<file path="src/rtl/alu_issue_pkg.sv">
// Shared constants, FSM state type and decode helpers for the ALU issue stage.
package alu_issue_pkg;

  localparam logic [6:0] OP_REG     = 7'b0110011;
  localparam logic [6:0] OP_IMM     = 7'b0010011;
  localparam logic [6:0] FUNCT7_ALT = 7'h20;

  typedef enum logic [1:0] {
    IDLE  = 2'd0,
    ISSUE = 2'd1,
    WAIT  = 2'd2
  } state_e;

  function automatic logic [31:0] imm_i(input logic [31:0] instr);
    return {{20{instr[31]}}, instr[31:20]};
  endfunction

endpackage

</file>
<file path="src/rtl/alu_issue_stage_register_file.sv">
// 32x32 integer register file: two operand read ports, a debug read port,
// one write port, x0 hardwired to zero, asynchronous clear.
module register_file (
  input  logic        clock,
  input  logic        reset_n,
  input  logic [4:0]  rs1_addr,
  output logic [31:0] rs1_data,
  input  logic [4:0]  rs2_addr,
  output logic [31:0] rs2_data,
  input  logic [4:0]  dbg_addr,
  output logic [31:0] dbg_data,
  input  logic        wr_en,
  input  logic [4:0]  wr_addr,
  input  logic [31:0] wr_data
);

  logic [31:0] regs_q [1:31];
  logic [31:0] regs_d [1:31];

  always_comb begin
    regs_d = regs_q;
    if (wr_en && (wr_addr != 5'd0)) begin
      regs_d[wr_addr] = wr_data;
    end
  end

  always_ff @(posedge clock or negedge reset_n) begin
    if (!reset_n) begin
      for (int i = 1; i < 32; i++) begin
        regs_q[i] <= '0;
      end
    end else begin
      regs_q <= regs_d;
    end
  end

  assign rs1_data = (rs1_addr == 5'd0) ? '0 : regs_q[rs1_addr];
  assign rs2_data = (rs2_addr == 5'd0) ? '0 : regs_q[rs2_addr];
  assign dbg_data = (dbg_addr == 5'd0) ? '0 : regs_q[dbg_addr];

endmodule

</file>
<file path="src/rtl/alu_issue_stage.sv">
// RV32I ALU issue stage: decodes one R/I-type ALU op at a time, drives the
// external ALU and writes its result back to rd after ALU_LATENCY cycles.
module alu_issue_stage
  import alu_issue_pkg::*;
#(
  parameter int unsigned ALU_LATENCY = 0
) (
  input  logic        clock,
  input  logic        reset_n,
  input  logic        instruction_valid,
  input  logic [31:0] instruction,
  output logic        instruction_ready,
  output logic        enable,
  output logic [2:0]  funct3,
  output logic [6:0]  funct7,
  output logic [31:0] register_data_1,
  output logic [31:0] register_data_2,
  input  logic [31:0] register_data_out,
  output logic        illegal_instruction,
  input  logic [4:0]  debug_address,
  output logic [31:0] debug_data
);

  localparam logic [2:0] LAT_LOAD = 3'(ALU_LATENCY);

  state_e      state_q, state_d;
  logic [2:0]  cnt_q, cnt_d;
  logic [2:0]  funct3_q, funct3_d;
  logic [6:0]  funct7_q, funct7_d;
  logic [31:0] op_a_q, op_a_d;
  logic [31:0] op_b_q, op_b_d;
  logic [4:0]  rd_q, rd_d;
  logic        illegal_q, illegal_d;

  logic [6:0]  opcode;
  logic [2:0]  dec_funct3;
  logic [31:0] rs1_data, rs2_data;
  logic        is_reg, is_imm, accept, wb_en;

  assign opcode     = instruction[6:0];
  assign dec_funct3 = instruction[14:12];
  assign is_reg     = (opcode == OP_REG);
  assign is_imm     = (opcode == OP_IMM);

  assign instruction_ready = (state_q == IDLE);
  assign accept            = instruction_valid && instruction_ready;

  always_comb begin
    state_d   = state_q;
    cnt_d     = cnt_q;
    funct3_d  = funct3_q;
    funct7_d  = funct7_q;
    op_a_d    = op_a_q;
    op_b_d    = op_b_q;
    rd_d      = rd_q;
    illegal_d = 1'b0;
    wb_en     = 1'b0;
    case (state_q)
      IDLE: begin
        if (accept) begin
          if (is_reg || is_imm) begin
            state_d  = ISSUE;
            funct3_d = dec_funct3;
            op_a_d   = rs1_data;
            rd_d     = instruction[11:7];
            if (is_reg) begin
              funct7_d = instruction[31:25];
              op_b_d   = rs2_data;
            end else begin
              // Only the shift-immediates carry a funct7 field; other I-types use those bits as immediate.
              funct7_d = ((dec_funct3 == 3'b001) || (dec_funct3 == 3'b101)) ? instruction[31:25] : '0;
              op_b_d   = imm_i(instruction);
            end
          end else begin
            illegal_d = 1'b1;
          end
        end
      end
      ISSUE: begin
        if (ALU_LATENCY == 0) begin
          wb_en   = 1'b1;
          state_d = IDLE;
        end else begin
          state_d = WAIT;
          cnt_d   = LAT_LOAD;
        end
      end
      WAIT: begin
        if (cnt_q <= 3'd1) begin
          wb_en   = 1'b1;
          state_d = IDLE;
          cnt_d   = '0;
        end else begin
          cnt_d = cnt_q - 3'd1;
        end
      end
      default: state_d = IDLE;
    endcase
  end

  always_ff @(posedge clock or negedge reset_n) begin
    if (!reset_n) begin
      state_q   <= IDLE;
      cnt_q     <= '0;
      funct3_q  <= '0;
      funct7_q  <= '0;
      op_a_q    <= '0;
      op_b_q    <= '0;
      rd_q      <= '0;
      illegal_q <= 1'b0;
    end else begin
      state_q   <= state_d;
      cnt_q     <= cnt_d;
      funct3_q  <= funct3_d;
      funct7_q  <= funct7_d;
      op_a_q    <= op_a_d;
      op_b_q    <= op_b_d;
      rd_q      <= rd_d;
      illegal_q <= illegal_d;
    end
  end

  assign enable              = (state_q == ISSUE);
  assign funct3              = funct3_q;
  assign funct7              = funct7_q;
  assign register_data_1     = op_a_q;
  assign register_data_2     = op_b_q;
  assign illegal_instruction = illegal_q;

  register_file u_regs (
    .clock    (clock),
    .reset_n  (reset_n),
    .rs1_addr (instruction[19:15]),
    .rs1_data (rs1_data),
    .rs2_addr (instruction[24:20]),
    .rs2_data (rs2_data),
    .dbg_addr (debug_address),
    .dbg_data (debug_data),
    .wr_en    (wb_en),
    .wr_addr  (rd_q),
    .wr_data  (register_data_out)
  );

endmodule

</file>
<file path="config.mk">
export PLATFORM = sky130hd
export DESIGN_NAME = alu_issue_stage
export DESIGN_NICKNAME = d
export VERILOG_FILES = /design/src/rtl/alu_issue_pkg.sv /design/src/rtl/alu_issue_stage_register_file.sv /design/src/rtl/alu_issue_stage.sv
export SDC_FILE = /design/constraint.sdc
export NUM_CORES = 2
export LEC_CHECK = 0
export BUFFER_PORTS_ARGS = -buffer_cell sky130_fd_sc_hd__buf_2
export CORE_ASPECT_RATIO = 1.2
export CORE_MARGIN = 4
export CORE_UTILIZATION = 40
export CTS_CLUSTER_SIZE = 16
export DETAILED_ROUTE_END_ITERATION = 10
export SYNTH_ARGS = -nofsm -noshare
export SYNTH_HDL_FRONTEND = slang
export SYNTH_SLANG_ARGS = --single-unit
export TNS_END_PERCENT = 20
</file>
<file path="constraint.sdc">
create_clock -name clock -period 4.9 [get_ports clock]
set_input_delay 0.735 -clock clock [delete_from_list [all_inputs] [get_ports clock]]
set_output_delay 0.735 -clock clock [all_outputs]
set_load 0.005 [all_outputs]
</file>
* Word-level counts from Yosys, hierarchy flattened
Cells that the tools add are included.
** Storage, ports and cells
- Flip-flop bits (word level) :: 1077
- Bits of input ports :: 72
- Output and inout bits :: 109
- Logic and storage cells :: 99
** Cells by class
- $add $sub $neg :: 1
- Order comparisons :: 6
- Equal/unequal tests :: 9
- Muxes and demuxes :: 28
- Bitwise gates (word level) :: 4
- Reduce and logical (&&, ||, !) cells :: 12
** Operators by type and width (count)
- $bwmux 992 :: 1
- $bmux 32 s5 :: 3
- $mux 32 :: 11
- $demux 32 s5 :: 1
- $ge 6x6->1 const B :: 4
- $not 5->6 :: 4
- $logic_not 5->1 :: 3
- $mux 7 :: 2
- $eq 7x5->1 const B :: 1
- $eq 7x6->1 const B :: 1
- $lt 6x1->1 const B :: 1
- $mux 2 :: 3
- $reduce_and 3->1 :: 2
- $reduce_bool 5->1 :: 1
- $mux 1 :: 4
- $ne 2x1->1 const B :: 2
- $pmux 2 s2 :: 1
- $eq 3x1->1 const B :: 1
- $eq 3x3->1 const B :: 1
- $le 3x1->1 const B :: 1
- $logic_and 1x1->1 :: 3
- $mux 3 :: 1
- $sub 3x1->3 const B :: 1
- $eq 2x1->1 const B :: 1
- other kinds (5) :: 6

* Logic depth before layout (Yosys ltp)
- Depth in word-level cells :: 6
- Mapped depth :: 9
- Depth with buffers taken out :: 6

* By module
A second synthesis with hierarchy kept.
** Second synthesis, totals
- Cell total of the unflattened synthesis :: 4811
- Area, all modules :: 65285.1 µm²
** By module, submodules not included
- register_file :: times used 1, cells each 4561, area an instance 61858.1 µm², sequential area each 24823.8 µm²
- alu_issue_stage :: times used 1, cells each 250, area an instance 3427.0 µm², sequential area each 2026.9 µm²

* Worst setup path after synthesis
Ideal clock, no wire load.
- Path type :: in2out
- From :: in debug_address[1]
- To :: out debug_data[0]
- Data arrival time :: 2.626 ns
- Data required time :: 4.165 ns
- Path slack :: 1.539 ns
- Stages :: 6
- Buffers on the path :: 3
- Cell sequence :: clkbuf_1 > buf_1 > clkbuf_1 > mux4_2 > mux4_2 > mux2_2
** Between the ends
- Cells in the longest elaborated chain, start to end :: 5
- Elaborated cells between the ends (all ways) :: 6
- Those cells by class :: mux: 4; bitwise: 1; reduce/logical: 1
** RTL lines
- start: declaration :: line alu_issue_stage.sv:20 : input logic [4:0] debug_address,
- $not 5->6 (not written as such) :: line alu_issue_stage_register_file.sv:39 : assign dbg_data = (dbg_addr == 5'd0) ? '0 : regs_q[dbg_addr];
- $bmux 32 s5 :: line alu_issue_stage_register_file.sv:39
- $mux 32 (not written as such) (2 in a row) :: line alu_issue_stage_register_file.sv:39
- $mux 32 * :: line alu_issue_stage_register_file.sv:39
- end: declaration :: line alu_issue_stage.sv:21 : output logic [31:0] debug_data
Every way passes the cells marked *; elsewhere a longest branch is shown, timed or not. The select of a mux whose other input is x is not followed.

* Final worst setup path
- From :: in debug_address[0]
- To :: out debug_data[6]
The elaborated chain is that of the path after synthesis.

==> impl_metrics.csv <==
group,metric,value,unit
power_and_ir_drop,ir_drop,260.6,uV
worst_setup_path,critical-path-slowest-cell,"buf_4",
placed_design,post-place-ws,0.6913,ns
placed_design,port_buffers,180,
global_routing,antenna_found_initial,18,
synth,synthArstFlopShare,100.0,%
worst_hold_path,hold_path.class,"in -> async",
synth,ys.flop_type,"dfrtp_1",
synth,synth_compound_area_share,4.257,%
power_and_ir_drop,p_clk_share,43.0,%
clocking,cts_setup_buffers,0,
power_and_ir_drop,leakage,29.98,nW
worst_setup_path,worstSetupEndpointType,"output pin",
detailed_routing,dr.pass1.iters,5,
floorplan,chipWidth,372.9,um
timing,rsz0062_at_grt,"false",
clocking,cts_hold_buf,0,
synth,yosys.area_share.simple,2.686,%
synth,postSynthAreaPerCell,14.91,sq um
synth,syn_nets,4359,
synth,synthTopCellsByArea,"dfrtp_1 42%, mux4_2 26%, mux2_2 19%",
synth,synth_adder_area_share,0,%
synth,synth_seq_cells,1073,
detailed_routing,ant_nets,0,
global_routing,grt_max_degree,116,
finish,final_common_cell,"mux2_2",
clocking,cts_tree,"built",
placed_design,routabilityCongestion,0.8211,
timing,setup_slack,0.7368,ns
timing,finalHoldViolations,0,
timing,period_share,84.96,%
worst_setup_path,cp_common_cell,"mux4_2",
worst_setup_path,worstSetupPathType,"in -> out",
global_routing,grt_pass1_vias,44010,
floorplan,die_area,166200,sq um
synth,synth.top_cell.area_share,42.02,%
detailed_routing,vias_per_cell,6.687,
power_and_ir_drop,powerDensity,303.8,nW/um^2
finish,final_core_util,44.91,%
timing,fin_skew,0.03380,ns
timing,fin_crit,4.163,ns
timing,maxSlewViolCount,0,
timing,relSlewSlack,13.21,%
clocking,clk_pin_slew,0.06,ns
power_and_ir_drop,power.share.switching,26.33,%
worst_setup_path,crit_path_max_incr_delay,0.69,ns
floorplan,start_util,40.30,%
worst_setup_path,rr_worst_depth,7,
power_and_ir_drop,power_frac_seq,44.1,%
worst_setup_path,rrSetupSlack,1.50,ns
global_routing,grt_pass1_wl,323700,um
global_routing,grt_usage,26.55,%
synth,yosys_warnings,0,
power_and_ir_drop,power_frac_comb,12.9,%
detailed_routing,drt_iter0_markers,4407,
synth,syn_inst,4287,
global_routing,overflow,0,
clocking,clock_path_buffers,3,
placed_design,placedInstanceArea,67180,sq um
floorplan,die_h,445.9,um
placed_design,place_hpwl,129400,um
clocking,clock_sinks,1073,
timing,finalSetupViolCount,0,
detailed_routing,vias,43050,
synth,synth_top_area_cell,"dfrtp_1",
clocking,numCtsBuffers,116,
synth,synth_top_family_by_area,"multiplexers",
finish,layout_common_cells,"1077 x mux2_2, 1073 x dfrtp_1, 735 x mux4_2",
timing,clock.fmax,240.2,MHz
worst_setup_path,reg2reg_to,"register_data_2[29]",
floorplan,rows,160,
detailed_routing,drt-wirelength-per-cell,34.70,um
detailed_routing,totalWireLength,223400,um
clocking,cts-resized-gates,0,
worst_setup_path,critPathRequiredTime,4.16,ns
finish,drive_gt1_share,54.45,%
synth,yosysUniqueCellTypes,44,
outcome,outcome,"complete, no violations",
timing,worst_pin_slew,1.299,ns
worst_setup_path,crit_start,"debug_address[0]",
run,maxCapViolCount,0,
timing,finalHoldWorstSlack,0.05536,ns
synth,synth_edf_count,0,
clocking,cts_htree_levels,3,
floorplan,ios,181,
worst_setup_path,path_cells,"buf_8, buf_4, mux4_2, mux4_2, mux2_2, buf_2",
clocking,clock_latency,0.77,ns
floorplan,coreArea,158600,sq um
synth,synth-seq-area-share,42.02,%
power_and_ir_drop,p_int,0.01594,W
worst_setup_path,arrival,3.43,ns
worst_setup_path,crit_fanout,37,
worst_setup_path,r2r-start,"state_q[0]",
timing,final.setup.tns,0,ns
synth,synth-xor-area-share,0,%
clocking,clockRootBuffer,"clkbuf_16",
worst_setup_path,crit_path_start_kind,"primary input",
power_and_ir_drop,power_switching,0.005697,W
synth,muxShareOfSynthArea,47.70,%
finish,nFillCells,13980,
finish,syn2layout_area_growth,11.42,%
detailed_routing,drc,0,
synth,syn_area,63900,sq um
finish,nets,4300,
finish,fin_area,71200,sq um
-- stage by stage --
step | total power (W) | std cells
after floorplan | 0.01135 | 4287
after global placement | 0.01244 | 6216
after detailed placement | 0.01248 | 6216
after CTS | 0.02179 | 6431
after global routing | 0.02237 | 6433
final | 0.02163 | 6438
-- cell type report --
class	count	area, sq um	share of cell area [%]
Antenna cell	7	17.52	0.02460
Multi-Input combinational cell	2725	35200	49.44
Clock inverter	45	611.8	0.8593
Tap cell	2106	2635	3.701
Inverter	5	21.27	0.02987
Timing Repair Buffer	307	2467	3.465
Sequential cell	1073	26850	37.71
Clock buffer	170	3396	4.769
-- sequential cells by signal, indices dropped and copies added, names as in the netlist --
register / flops
u_regs.regs_q: 992
register_data_1: 32
register_data_2: 32
funct7: 7
rd_q: 5
funct3: 3
illegal_instruction: 1
state_q: 1
-- worst max-delay path: cells and delay by family --
family / cells / cell delay [ns]
buffers and inverters: 3 / 1.14
multiplexers: 3 / 1.42
-- power by group through the flow --
stage               registers [W]  clock network [W]  logic [W]
floorplan                 0.00953                  0    0.00182
global placement          0.00967                  0    0.00277
detailed placement        0.00969                  0    0.00280
CTS                       0.00953            0.00946    0.00281
global route              0.00957            0.00981    0.00299
finish                    0.00954            0.00930    0.00279
-- worst max path at each step --
stage          slack [ns]              to  cells past startpoint
6_report             0.74   debug_data[6]                      6
3_5_place_dp         0.69  debug_data[14]                      6
5_1_grt              0.58  debug_data[14]                      6
4_1_cts              0.69  debug_data[14]                      6
2_1_floorplan        1.54   debug_data[0]                      6
3_3_place_gp         0.74  debug_data[14]                      6
-- cell families (layout without fill, tap and decap cells) --
family	count (synthesis)	after routing
buffers and inverters	489	527
AOI/OAI and AO/OA	372	372
muxes	1988	1988
other	0	7
and+or+nand+nor	365	365
DFF	1073	1073
-- Yosys cell counts, types with 3 or more instances --
cell       instances
a2111oi_0         10
a211o_1           34
a211oi_1          35
a21oi_1           41
a221oi_1          37
a22o_1            32
a22oi_1           89
a32oi_1           19
buf_1             68
buf_2            130
buf_4             28
buf_6              4
clkbuf_1         254
dfrtp_1         1073
inv_1              4
mux2_1            32
mux2_2          1077
mux2i_1          144
mux4_2           735
nand2_1          130
nand2b_1          10
nand3_1           14
nand3b_1          18
nand4_1            6
nor2_1            98
nor2b_1           27
nor3_1            22
nor4_1             6
o21ai_0           65
o32ai_1            6
or3_1             21
or4_1              3
-- routing by layer --
metal	GRT usage, %	wire length (um)	vias up	part of all wire (%)
li1	-	-	16900	-
met1	35.55	89320	23350	40
met2	41.52	103500	2253	46
met3	5.875	18980	530	8.5
met4	12.20	11460	14	5.1
met5	0	79	-	0.035
Note: power is estimated with default switching activity, not from simulation.
